$ cat config.mk
export PLATFORM = sky130hd
export DESIGN_NAME = gate_array_pipe_flat
export DESIGN_NICKNAME = d
export VERILOG_FILES = /design/src/rtl/gate_array_pipe_if.sv /design/src/rtl/gate_array_pipe.sv /design/src/flat_wrapper.sv
export SDC_FILE = /design/constraint.sdc
export NUM_CORES = 1
export LEC_CHECK = 0
export CORE_MARGIN = 2
export CORE_UTILIZATION = 50
export DETAILED_ROUTE_END_ITERATION = 6
export PLACE_DENSITY_LB_ADDON = 0.25
export SLEW_MARGIN = 10
export SYNTH_ARGS = -nofsm -noshare
export SYNTH_HDL_FRONTEND = slang
export SYNTH_SLANG_ARGS = --single-unit
export TNS_END_PERCENT = 10
$ cat constraint.sdc
create_clock -name clk -period 2.9 [get_ports clk]
set_input_delay 0.58 -clock clk [delete_from_list [all_inputs] [get_ports clk]]
set_output_delay 0.58 -clock clk [all_outputs]
set_load 0.03 [all_outputs]
$ cat src/rtl/gate_array_pipe_if.sv
// Stream bundle for gate_array_pipe: input beat, op controls, registered output.
// The master side drives beats and out_ready; the slave side is the combiner.
interface gate_array_pipe_if #(
    parameter int WIDTH  = 8,
    parameter int NUM_IN = 4
);
    logic                    in_valid;
    logic                    in_ready;
    logic [NUM_IN*WIDTH-1:0] in_data;
    logic [2:0]              op;
    logic                    acc_mode;
    logic                    acc_clear;
    logic                    out_valid;
    logic                    out_ready;
    logic [WIDTH-1:0]        out_data;
    logic                    out_any;

    modport master (
        output in_valid, in_data, op, acc_mode, acc_clear, out_ready,
        input  in_ready, out_valid, out_data, out_any
    );

    modport slave (
        input  in_valid, in_data, op, acc_mode, acc_clear, out_ready,
        output in_ready, out_valid, out_data, out_any
    );
endinterface

$ cat src/rtl/gate_array_pipe.sv
// Registered NUM_IN-word bitwise combiner with optional sticky-OR framing
// over ACC_LEN beats and a valid/ready output register.
module gate_array_pipe #(
    parameter int WIDTH   = 8,
    parameter int NUM_IN  = 4,
    parameter int ACC_LEN = 4
) (
    input logic              clk,
    input logic              rst_n,
    gate_array_pipe_if.slave bus
);
    localparam int CW = (ACC_LEN > 1) ? $clog2(ACC_LEN) : 1;

    typedef enum logic {IDLE, ACC} state_t;

    state_t           state, state_d;
    logic [CW-1:0]    cnt, cnt_d, cur_cnt;
    logic [WIDTH-1:0] acc, acc_d, acc_next;
    logic [2:0]       op_q, cur_op;
    logic             cur_mode, start, accept, last;
    logic             load;
    logic [WIDTH-1:0] load_data;
    logic [WIDTH-1:0] r_and, r_or, r_xor, g;

    assign bus.in_ready = !bus.out_valid || bus.out_ready;
    assign accept       = bus.in_valid && bus.in_ready;

    // A clear starts a fresh frame, so a coincident beat sees live controls.
    assign start    = (state == IDLE) || bus.acc_clear;
    assign cur_op   = start ? bus.op : op_q;
    assign cur_mode = start ? bus.acc_mode : 1'b1;
    assign cur_cnt  = start ? '0 : cnt;
    assign last     = (cur_cnt == CW'(ACC_LEN - 1));
    assign acc_next = (cur_cnt == '0) ? g : (acc | g);

    always_comb begin
        r_and = '1;
        r_or  = '0;
        r_xor = '0;
        for (int k = 0; k < NUM_IN; k++) begin
            r_and = r_and & bus.in_data[k*WIDTH +: WIDTH];
            r_or  = r_or  | bus.in_data[k*WIDTH +: WIDTH];
            r_xor = r_xor ^ bus.in_data[k*WIDTH +: WIDTH];
        end
    end

    always_comb begin
        unique case (cur_op)
            3'd0:    g = r_and;
            3'd1:    g = r_or;
            3'd2:    g = r_xor;
            3'd3:    g = ~r_and;
            3'd4:    g = ~r_or;
            3'd5:    g = ~r_xor;
            default: g = r_or;
        endcase
    end

    always_comb begin
        state_d   = state;
        cnt_d     = cnt;
        acc_d     = acc;
        load      = 1'b0;
        load_data = g;
        if (bus.acc_clear) begin
            state_d = IDLE;
            cnt_d   = '0;
            acc_d   = '0;
        end
        if (accept) begin
            if (!cur_mode) begin
                load = 1'b1;
            end else if (last) begin
                state_d   = IDLE;
                cnt_d     = '0;
                acc_d     = acc_next;
                load      = 1'b1;
                load_data = acc_next;
            end else begin
                state_d = ACC;
                cnt_d   = cur_cnt + CW'(1);
                acc_d   = acc_next;
            end
        end
    end

    always_ff @(posedge clk or negedge rst_n) begin
        if (!rst_n) begin
            state <= IDLE;
            cnt   <= '0;
            acc   <= '0;
            op_q  <= 3'd1;
        end else begin
            state <= state_d;
            cnt   <= cnt_d;
            acc   <= acc_d;
            if (accept && start)
                op_q <= bus.op;
        end
    end

    // Drained data is held so downstream sees a stable word after valid drops.
    always_ff @(posedge clk or negedge rst_n) begin
        if (!rst_n) begin
            bus.out_valid <= 1'b0;
            bus.out_data  <= '0;
            bus.out_any   <= 1'b0;
        end else if (load) begin
            bus.out_valid <= 1'b1;
            bus.out_data  <= load_data;
            bus.out_any   <= |load_data;
        end else if (bus.out_valid && bus.out_ready) begin
            bus.out_valid <= 1'b0;
        end
    end
endmodule

$ cat src/flat_wrapper.sv
// flat-port wrapper written by rule: the top's interface ports become plain ports
module gate_array_pipe_flat 
#(
    parameter int WIDTH   = 8,
    parameter int NUM_IN  = 4,
    parameter int ACC_LEN = 4
)
  (clk, rst_n, bus_in_valid, bus_in_data, bus_op, bus_acc_mode, bus_acc_clear, bus_out_ready, bus_in_ready, bus_out_valid, bus_out_data, bus_out_any);
  gate_array_pipe_if #(.WIDTH(WIDTH), .NUM_IN(NUM_IN)) bus_i ();
  input logic clk;
  input logic rst_n;
  input wire logic [$bits(bus_i.in_valid)-1:0] bus_in_valid;
  input wire logic [$bits(bus_i.in_data)-1:0] bus_in_data;
  input wire logic [$bits(bus_i.op)-1:0] bus_op;
  input wire logic [$bits(bus_i.acc_mode)-1:0] bus_acc_mode;
  input wire logic [$bits(bus_i.acc_clear)-1:0] bus_acc_clear;
  input wire logic [$bits(bus_i.out_ready)-1:0] bus_out_ready;
  output wire logic [$bits(bus_i.in_ready)-1:0] bus_in_ready;
  output wire logic [$bits(bus_i.out_valid)-1:0] bus_out_valid;
  output wire logic [$bits(bus_i.out_data)-1:0] bus_out_data;
  output wire logic [$bits(bus_i.out_any)-1:0] bus_out_any;
  assign bus_i.in_valid = bus_in_valid;
  assign bus_i.in_data = bus_in_data;
  assign bus_i.op = bus_op;
  assign bus_i.acc_mode = bus_acc_mode;
  assign bus_i.acc_clear = bus_acc_clear;
  assign bus_i.out_ready = bus_out_ready;
  assign bus_in_ready = bus_i.in_ready;
  assign bus_out_valid = bus_i.out_valid;
  assign bus_out_data = bus_i.out_data;
  assign bus_out_any = bus_i.out_any;
  gate_array_pipe #(.WIDTH(WIDTH), .NUM_IN(NUM_IN), .ACC_LEN(ACC_LEN)) u_core (.clk(clk), .rst_n(rst_n), .bus(bus_i));
endmodule
==> summary.txt <==
Run status
  • Status: completed

STA
  • Setup Skew: about 0.92 ps
  • Hold Vio Cnt, Final: 0
  • Highest clock rate: between 0.3 and 0.4 GHz
  • Relative slew slack: between 50% and 60%
  • Worst-Margin Slew: about 630 ps
  • Setup TNS: 0 ps
  • RSZ-0062 raised after global routing: false
  • Period utilization: between 90% and 100%
  • Final slew viol count: 0
  • Minimum clock period after layout: 2650 ps
  • Setup-failing EPs final: 0

Critical path
  • Critical Path AT: 2800 ps
  • Crit path cell chain: clkdlybuf4s50_1, nand2b_1, buf_4, a21boi_4, o221ai_1, a222oi_1, nand2_1, nor3_2, a31oi_1
  • CP Capture Type: flip-flop
  • Crit Path Max Fanout: 12
  • Critical path's largest stage delay: 490 ps
  • Critical Path RT: between 3000 and 4000 ps
  • CP startpoint kind: input pin
  • R2R Path Start: u_core.op_q[2]
  • Critical path class: input pin to flip-flop
  • Crit path from: bus_acc_clear
  • CP max stage cell: clkdlybuf4s50_1

Synthesis
  • Asr flop ratio synth: 100%
  • Synth top area cells: dfrtp_1 26%, ha_1 10%, xnor2_1 5.2%
  • Post-synth top area share: 26.3%
  • Sequential area share after synthesis: between 20% and 30%
  • Post-synth EDFFs: 0
  • Mux contribution to synthesized area: roughly 2.8%
  • Post-synthesis simple-gate area fraction: between 20% and 30%
  • Post-synthesis adder-cell area fraction: roughly 10%
  • Cells after synthesis: roughly 250
  • #FFs+latches synth: 24
  • Syn_nets: between 300 and 400
  • Most used flip-flop cell after synthesis: dfrtp_1
  • Post-synthesis xor/xnor area fraction: around 7.4%
  • Synth Cell Area: between 0.002 and 0.0025 mm²
  • Synth Area per Inst: roughly 8.7 µm²
  • Largest family of logic cells by synthesized area: compound AO/OA/AOI/OAI gates
  • Leading area contributor after synthesis: dfrtp_1
  • Count of different cell masters after synthesis: between 50 and 60
  • Compound-gate portion of the synthesized area: between 20% and 30%
  • Warning count from the yosys run: 0

Global route
  • First-pass GRT wire length: 8680 µm
  • Grt total ovfl: 0
  • Initial antenna violation count: 0
  • Largest net degree at the start of global routing: 25
  • Number of global-route vias before repair: a little under 2,000
  • Total global-route track usage: a little over a fifth

CTS
  • TritonCTS clock tree: yes
  • Hold-fix buffers, CTS: 0
  • Clock net sink count: 24
  • Max clock buf depth: 2
  • CTS clock-pin slew for the worst setup and hold paths: 80 ps
  • Post-CTS Setup Bufs: 0
  • H-tree depth: 1
  • Root buf cell: clkbuf_8
  • CTS Buf Count: 3
  • Clk_lat worst skew: 260 ps
  • PostCTS Resize Cnt: 0

Placed design
  • Dpl hpwl: approximately 4000 µm
  • Placed Area: 0.00284 mm²
  • Placed Cells: 365
  • Gpl congestion: around 0.84
  • Port bufs: 51

Final layout
  • Fin nets: ~380
  • Post-layout instance area: slightly below 0.003 mm²
  • Synthesis-to-finish area growth: 32.7%
  • Layout cell share with drive strength beyond 1: between 10% and 20%
  • Diodes inserted: 0
  • Most frequent cells in the layout: 51 x clkdlybuf4s50_1, 27 x nor2_1, 24 x nand2_1
  • Fin util: roughly two thirds
  • Most common cell after layout, fill and taps aside: clkdlybuf4s50_1
  • Non-Filler Instances: about 370

Drt
  • Via count: between 2,000 and 2,500
  • DRC errors left: 0
  • Pre-antenna DRT Iters: 5
  • Wire per inst: about 13 µm
  • Initial drt markers: approximately 150
  • Antenna viol nets, final: 0
  • DR vias/cell: roughly 5.5
  • Final Routed Wirelength: 4940 µm

Floorplan
  • Die H: 70.1 µm
  • Starting Density: between 50 and 60%
  • Ports: 52
  • Full die area: approximately 0.0049 mm²
  • Placeable Area: approximately 0.0043 mm²
  • Die width: 70.1 µm
  • Core Rows: 24

Pwr
  • Max VDD drop: around 190 µV
  • Power per Cell Area: around 450 mW/mm²
  • Lkg Pwr: 1.29 nW
  • Total power: 1.30 mW

Run
  • Max Cap Viol: 0

Hold path
  • Hold Path Class: flip-flop to flip-flop
  • Min-delay src: u_core.acc[1]
[kinds of logic after synthesis]
logic type | Yosys count
buf+inv | 26
xor+xnor | 17
fa+ha+maj | 18
flops | 24
simple gates | 89
compound gates | 71
mux | 6
[per-layer routing]
metal	share of wire (%)	GRT usage (%)
met1	46	27.2
met2	49	37.9
met3	3.9	1.59
met4	0.95	6.20
met5	0	0
[flip-flops by register name, indices dropped and copies added (netlist names)]
register and count:
u_core.state 1, u_core.bus.out_data 8, u_core.cnt 2, u_core.bus.out_any 1
u_core.bus.out_valid 1, u_core.op_q 3, u_core.acc 8
[through the flow]
step | hold WS, ps | setup WS, ps
after floorplan | 284 | 708
after global placement | 466 | -1.21
after detailed placement | 476 | -47.6
after CTS | 495 | 248
after global routing | 527 | 69.4
final | 495 | 250
[synth_stat cells, drive strengths merged (5+ instances only)]
master / instances
a21oi: 15
nand2: 24
dfrtp: 23
nand3: 6
nor2: 28
nand2b: 7
o221ai: 5
o21ai: 11
ha: 18
mux2i: 5
xnor2: 13
and2: 5
a31oi: 11
o22ai: 5
inv: 21
[critical path, delay by kind of cell]
kind | cells | cell delay [ps]
AOI/OAI and AO/OA | 4 | 1070
and+or+nand+nor | 3 | 450
buffers and inverters | 2 | 680
[where the power goes]
group	switching, mW	internal [mW]
sequential	0.0482	0.403
clock	0.105	0.121
combinational	0.325	0.299
total	0.478	0.823
[final timing paths]
check	endpoint	slack [ps]	cells after the start
max in group asynchronous	u_core.op_q[0]	1940	2
worst min register to register	u_core.acc[1]	500	2
worst max-delay path	u_core.bus.out_any	250	9
worst max register to register	u_core.bus.out_any	740	7
worst min-delay path	u_core.acc[1]	500	2
min in group asynchronous	u_core.bus.out_data[4]	670	2
[final cells by class]
class,instances,area [µm²]
fill,375,1400
inverter,21,78.8
tap,52,65.1
sequential,24,602
clock buffer,4,55.1
timing repair buffer,67,631
multi-input combinational,201,1470
Note: power is estimated with default switching activity, not from simulation.
